**src/rtl/tpu_pkg.sv**
```systemverilog
// Shared types and constants for the TPU matrix-multiply datapath.
// Element indices pack {row, col} into two bits.
package tpu_pkg;

  localparam int DATA_W  = 8;
  localparam int ACC_W   = 16;
  localparam int IDX_ROW = 1;
  localparam int IDX_COL = 0;

  typedef enum logic [1:0] {
    ST_LOAD    = 2'd0,
    ST_COMPUTE = 2'd1,
    ST_DONE    = 2'd2
  } state_t;

  function automatic logic [1:0] elem_idx(input logic row, input logic col);
    logic [1:0] idx;
    idx          = '0;
    idx[IDX_ROW] = row;
    idx[IDX_COL] = col;
    return idx;
  endfunction

endpackage

```
**src/rtl/mac_unit.sv**
```systemverilog
// Combinational signed multiply-accumulate: result = p or acc + p, where p = a*b.
// Sums wrap modulo 2^ACC_W.
module mac_unit #(
  parameter int DATA_W = 8,
  parameter int ACC_W  = 16
) (
  input  logic signed [DATA_W-1:0] a,
  input  logic signed [DATA_W-1:0] b,
  input  logic signed [ACC_W-1:0]  acc,
  input  logic                     first,
  output logic signed [ACC_W-1:0]  result
);

  function automatic logic signed [ACC_W-1:0] wrap_add(
    input logic signed [ACC_W-1:0] x,
    input logic signed [ACC_W-1:0] y
  );
    return x + y;
  endfunction

  logic signed [2*DATA_W-1:0] prod;
  logic signed [ACC_W-1:0]    prod_ext;

  assign prod     = a * b;
  assign prod_ext = ACC_W'(prod);
  assign result   = first ? prod_ext : wrap_add(acc, prod_ext);

endmodule

```
**src/rtl/matmul_sequencer.sv**
```systemverilog
// 2x2 signed matrix multiply sequencer: buffers A/B operands, steps one shared
// MAC through the eight products of C = A*B, then serves result bytes.
module matmul_sequencer
  import tpu_pkg::*;
#(
  parameter int DATA_W = tpu_pkg::DATA_W,
  parameter int ACC_W  = tpu_pkg::ACC_W
) (
  input  logic       clk,
  input  logic       rst,
  input  logic       load_en,
  input  logic       load_sel_ab,
  input  logic [1:0] load_index,
  input  logic [7:0] in_data,
  input  logic       output_en,
  input  logic [1:0] output_sel,
  input  logic       output_hi,
  output logic [7:0] out_data,
  output logic       done
);

  state_t state_q, state_d;

  logic signed [DATA_W-1:0] a_q [4];
  logic signed [DATA_W-1:0] b_q [4];
  logic signed [ACC_W-1:0]  c_q [4];
  logic signed [ACC_W-1:0]  acc_q;
  logic [2:0]               step_q;
  logic [7:0]               mask_q;
  logic [7:0]               wr_bit;
  logic [7:0]               mask_next;
  logic                     load_accept;
  logic                     computing;

  logic [1:0]               c_idx;
  logic                     k_sel;
  logic signed [ACC_W-1:0]  mac_result;
  logic [ACC_W-1:0]         rd_word;

  assign wr_bit      = 8'b1 << {load_sel_ab, load_index};
  assign load_accept = load_en && (state_q != ST_COMPUTE);
  // A load arriving in DONE starts a fresh operand set.
  assign mask_next   = (state_q == ST_DONE) ? wr_bit : (mask_q | wr_bit);

  assign c_idx = step_q[2:1];
  assign k_sel = step_q[0];

  mac_unit #(
    .DATA_W (DATA_W),
    .ACC_W  (ACC_W)
  ) u_mac (
    .a      (a_q[elem_idx(c_idx[1], k_sel)]),
    .b      (b_q[elem_idx(k_sel, c_idx[0])]),
    .acc    (acc_q),
    .first  (~k_sel),
    .result (mac_result)
  );

  always_ff @(posedge clk) begin
    if (rst) state_q <= ST_LOAD;
    else     state_q <= state_d;
  end

  always_comb begin
    state_d = state_q;
    case (state_q)
      ST_LOAD:    if (load_en && ((mask_q | wr_bit) == 8'hFF)) state_d = ST_COMPUTE;
      ST_COMPUTE: if (step_q == 3'd7) state_d = ST_DONE;
      ST_DONE:    if (load_en) state_d = ST_LOAD;
      default:    state_d = ST_LOAD;
    endcase
  end

  always_comb begin
    done      = (state_q == ST_DONE);
    computing = (state_q == ST_COMPUTE);
  end

  assign rd_word = c_q[output_sel];

  always_ff @(posedge clk) begin
    if (rst) begin
      for (int i = 0; i < 4; i++) begin
        a_q[i] <= '0;
        b_q[i] <= '0;
        c_q[i] <= '0;
      end
      acc_q    <= '0;
      step_q   <= '0;
      mask_q   <= '0;
      out_data <= '0;
    end else begin
      if (load_accept) begin
        if (load_sel_ab) b_q[load_index] <= in_data;
        else             a_q[load_index] <= in_data;
        mask_q <= mask_next;
      end
      // Even steps seed the accumulator, odd steps retire a C element.
      if (computing) begin
        step_q <= step_q + 3'd1;
        if (!k_sel) acc_q        <= mac_result;
        else        c_q[c_idx]   <= mac_result;
      end
      if (output_en && done && !load_en)
        out_data <= output_hi ? rd_word[15:8] : rd_word[7:0];
      else
        out_data <= '0;
    end
  end

endmodule

```
**config.mk**
```make
export PLATFORM = sky130hd
export DESIGN_NAME = matmul_sequencer
export DESIGN_NICKNAME = d
export VERILOG_FILES = /design/src/rtl/tpu_pkg.sv /design/src/rtl/mac_unit.sv /design/src/rtl/matmul_sequencer.sv
export SDC_FILE = /design/constraint.sdc
export NUM_CORES = 1
export LEC_CHECK = 0
export CORE_AREA = 2 2 122 184
export DETAILED_ROUTE_END_ITERATION = 16
export DIE_AREA = 0 0 124 186
export PLACE_DENSITY = 0.7
export SYNTH_ARGS = -nofsm -noshare
export SYNTH_HDL_FRONTEND = slang
export SYNTH_SLANG_ARGS = --single-unit
export TNS_END_PERCENT = 50
```
**constraint.sdc**
```tcl
create_clock -name clk -period 9.7 [get_ports clk]
set_clock_uncertainty 0.2 [all_clocks]
set_input_delay 2.425 -clock clk [delete_from_list [all_inputs] [get_ports clk]]
set_output_delay 2.425 -clock clk [all_outputs]
set_load 0.02 [all_outputs]
```
==> tab_implementation.tex <==
\begin{tabular}{lr}
\hline
Metric & Value \\
\hline
\multicolumn{2}{l}{\textbf{Placed design}} \\
Setup WS pre-CTS & 2.04 ns \\
Buffers on Ports & 26 \\
DP Cell Count & 1224 \\
Cell area reported after detailed placement & 11100 µm² \\
Final Wtd Congestion & 0.872 \\
DP Wirelength & 17600 µm \\
\multicolumn{2}{l}{\textbf{Drt}} \\
Total wire length after detailed routing & 23200 µm \\
Post-detailed-route wirelength per cell & 18.5 µm \\
Number of iterations in the first detailed-routing pass & 6 \\
DRT iter0 DRCs & 285 \\
Post-route DRC & 0 \\
Count of nets left with antenna violations after detail routing & 0 \\
Routed via count & 7028 \\
Via density & 5.60 \\
\multicolumn{2}{l}{\textbf{Power and ir drop}} \\
Total power per unit cell area & 179 nW/µm² \\
Static leakage & 4.78 nW \\
Sw Share & 0.326 \\
Total internal power & 0.00141 W \\
Maximum vdd ir drop & 0.150 mV \\
Post-route total power & 0.00209 W \\
Net switching power figure & 0.000682 W \\
Clock power frac & 0.325 \\
Comb pwr share & 0.291 \\
Sequential share of power & 0.384 \\
\multicolumn{2}{l}{\textbf{STA}} \\
Post-route minimum period & 7.68 ns \\
Relative max-transition margin & 0.290 \\
Peak clock frequency supported by timing & 130 MHz \\
Period utilisation layout & 0.792 \\
RSZ-0062 raised after global routing & false \\
Crit path setup slack, layout & 2.02 ns \\
Setup TNS & 0 ns \\
Final Max Slew Viols & 0 \\
Final setup fails & 0 \\
Hold violation count in the final report & 0 \\
Transition time of the tightest slew-check pin & 1.06 ns \\
\multicolumn{2}{l}{\textbf{Clock network}} \\
Clock tree root buffer cell & sky130\_fd\_sc\_hd\_\_clkbuf\_16 \\
Total clock sinks & 168 \\
Maximum level of the CTS H-tree & 4 \\
Clock latency reported for the late side of the worst-skew pair & 0.44 ns \\
Clk pin slew, worst setup/hold paths & 0.07 ns \\
TritonCTS clock tree & yes \\
Count of buffers added by post-CTS timing repair for setup & 0 \\
Hold buffer count at CTS & 0 \\
Clock Tree Buf Depth & 2 \\
\# resized after CTS & 0 \\
Number of clock buffers inserted by TritonCTS & 17 \\
\multicolumn{2}{l}{\textbf{Min path}} \\
Worst hold path class & flop to flop \\
\multicolumn{2}{l}{\textbf{Floorplan}} \\
Die area & 23100 µm² \\
Number of ports placed on the die boundary & 27 \\
Starting density of the core & 0.493 \\
Number of core rows & 66 \\
Height of the die & 186 µm \\
X dimension of the die & 124 µm \\
Core area & 21500 µm² \\
\multicolumn{2}{l}{\textbf{GRT}} \\
Pin count of the biggest net entering global routing & 53 \\
Gr ovfl total & 0 \\
Antenna violations before repair & 0 \\
Vias in the first global route & 7316 \\
Global-route wire length before repair & 37000 µm \\
GRT Util Overall & 0.215 \\
\multicolumn{2}{l}{\textbf{Critical path}} \\
CP Max Fanout & 17 \\
Required @ worst endpoint & 9.67 ns \\
WS Path Type & flop to flop \\
Worst Setup End Kind & flop \\
Startpoint type of the worst setup path & flop \\
Critical path data arrival time & 7.65 ns \\
\multicolumn{2}{l}{\textbf{Yosys}} \\
Mean area per synthesized cell & 11.1 µm² \\
Proportion of synthesized chip area in sequential cells & 0.439 \\
Number of enable flip-flop cells after synthesis & 128 \\
Area of the mapped netlist & 10600 µm² \\
Number of warnings printed during yosys synthesis & 0 \\
Share of flip-flops with an asynchronous set or reset & 0 \\
Most used DFF post-synth & sky130\_fd\_sc\_hd\_\_edfxtp\_1 \\
Gate count after technology mapping & 954 \\
Unique cell type count in the Yosys netlist & 59 \\
Cell types occupying the most area after synthesis & sky130\_fd\_sc\_hd\_\_edfxtp\_1 36\%, sky130\_fd\_sc\_hd\_\_fa\_1 11\%, sky130\_fd\_sc\_hd\_\_dfxtp\_1 7.6\% \\
Area share of the largest cell type after synthesis & 0.363 \\
Most frequent cell after synthesis & sky130\_fd\_sc\_hd\_\_edfxtp\_1 \\
Number of nets produced by synthesis & 1077 \\
Largest area contributor in the synthesized netlist & sky130\_fd\_sc\_hd\_\_edfxtp\_1 \\
Top cells by instance count after synthesis & 128 x sky130\_fd\_sc\_hd\_\_edfxtp\_1, 117 x sky130\_fd\_sc\_hd\_\_nor2\_1, 93 x sky130\_fd\_sc\_hd\_\_inv\_1 \\
Yosys reg bits & 168 \\
\multicolumn{2}{l}{\textbf{Status}} \\
Run status & finished, final reports clean \\
\multicolumn{2}{l}{\textbf{Cells and area}} \\
Post-Layout Cell Count & 1256 \\
Fin area & 11700 µm² \\
Diodes inserted & 0 \\
Fraction of final layout cells with drive strength greater than 1 & 0.0884 \\
Area growth from synthesis to layout & 10.3\% \\
Number of nets in the finished design & 1094 \\
\multicolumn{2}{l}{\textbf{Flow run}} \\
Max-capacitance violation count & 0 \\
\hline
\end{tabular}
-- layout make-up --
cell class                 instances  area [µm²]
clock buffer                      18         429
clock inverter                    14         149
fill                            1899        9800
inverter                          93         349
multi-input combinational        658        5450
sequential                       168        4640
tap                              272         340
timing repair buffer              33         308
-- worst paths after layout --
check	start	end	slack [ns]	depth (start not counted)
max reg2reg	flop	c_q[1][11]$_SDFFCE_PN0P_	2.02	24
max	flop	c_q[1][11]$_SDFFCE_PN0P_	2.02	24
min	acc_q[11]$_SDFFE_PP0P_	acc_q[11]$_SDFFE_PP0P_	0.27	2
min reg2reg	acc_q[11]$_SDFFE_PP0P_	acc_q[11]$_SDFFE_PP0P_	0.27	2
-- through the flow --
step / hold slack (ns) / util
3_3_place_gp: 0.245 / 0.516
5_1_grt: 0.308 / 0.543
2_1_floorplan: 0.236 / -
3_5_place_dp: 0.270 / 0.516
4_1_cts: 0.280 / 0.543
6_report: 0.273 / 0.543
-- sequential cells by signal (all words and copies together), names as in the netlist, named ones only --
signal	flops
mask_q	8
out_data	8
c_q	64
step_q	3
acc_q	16
state_q	2
a_q	32
b_q	32
-- worst max-delay path, cell delays in order (launching register included) --
cell,delay [ns]
sky130_fd_sc_hd__dfxtp_1,0.89
sky130_fd_sc_hd__mux2_2,0.41
sky130_fd_sc_hd__o21ai_1,0.48
sky130_fd_sc_hd__inv_1,0.12
sky130_fd_sc_hd__fa_1,0.51
sky130_fd_sc_hd__inv_1,0.05
sky130_fd_sc_hd__fa_1,0.49
sky130_fd_sc_hd__inv_1,0.05
sky130_fd_sc_hd__fa_1,0.53
sky130_fd_sc_hd__inv_1,0.05
sky130_fd_sc_hd__fa_1,0.47
sky130_fd_sc_hd__inv_1,0.04
sky130_fd_sc_hd__ha_1,0.32
sky130_fd_sc_hd__a21o_1,0.20
sky130_fd_sc_hd__a21oi_1,0.22
sky130_fd_sc_hd__nand2_1,0.09
sky130_fd_sc_hd__xor2_1,0.37
sky130_fd_sc_hd__ha_1,0.38
sky130_fd_sc_hd__inv_1,0.13
sky130_fd_sc_hd__o221a_2,0.22
sky130_fd_sc_hd__a21boi_0,0.34
sky130_fd_sc_hd__nor2_1,0.09
sky130_fd_sc_hd__xor2_1,0.16
sky130_fd_sc_hd__o21ai_0,0.46
sky130_fd_sc_hd__nor2_1,0.12
-- layer usage --
metal,wire [µm],share of wire,GRT usage,vias to the layer above
li1,-,-,-,3362
met1,8480,0.37,0.216,3435
met2,13100,0.57,0.416,167
met3,597,0.026,0.0294,64
met4,1000,0.043,0.113,0
met5,0,0,0,-
-- layout by cell type (no fill, tap or decap), types with 8 or more instances in the layout --
cell,Yosys,layout
sky130_fd_sc_hd__dfxtp_1,40,40
sky130_fd_sc_hd__nor2_1,117,117
sky130_fd_sc_hd__nand2_1,65,65
sky130_fd_sc_hd__and3_1,25,25
sky130_fd_sc_hd__nand3_1,8,8
sky130_fd_sc_hd__nor3_1,10,10
sky130_fd_sc_hd__xor2_1,9,9
sky130_fd_sc_hd__clkbuf_16,0,17
sky130_fd_sc_hd__ha_1,49,49
sky130_fd_sc_hd__a21o_1,12,12
sky130_fd_sc_hd__o21ai_0,24,24
sky130_fd_sc_hd__a211oi_1,11,11
sky130_fd_sc_hd__clkdlybuf4s50_1,0,25
sky130_fd_sc_hd__fa_1,56,56
sky130_fd_sc_hd__and2_1,77,77
sky130_fd_sc_hd__mux4_2,31,31
sky130_fd_sc_hd__xnor2_1,19,19
sky130_fd_sc_hd__nand2b_1,11,11
sky130_fd_sc_hd__edfxtp_1,128,128
sky130_fd_sc_hd__mux2i_1,18,18
sky130_fd_sc_hd__inv_1,93,93
sky130_fd_sc_hd__a21oi_1,33,33
-- power by group through the flow --
stage | Combinational (W) | Clock (W) | Sequential (W)
floorplan | 0.000476 | 0 | 0.000816
global placement | 0.000597 | 0 | 0.000819
detailed placement | 0.000608 | 0 | 0.000820
CTS | 0.000613 | 0.000688 | 0.000804
global route | 0.000683 | 0.000713 | 0.000806
finish | 0.000609 | 0.000681 | 0.000804
-- cells by family after synthesis --
logic type / share of synthesized area
adder cells (fa/ha/maj): 0.164
XOR/XNOR: 0.0232
buffers and inverters: 0.0460
flip-flops: 0.439
AO/OA/AOI/OAI: 0.0800
multiplexers: 0.0841
AND/OR/NAND/NOR: 0.164
Note: power is estimated with default switching activity, not from simulation.
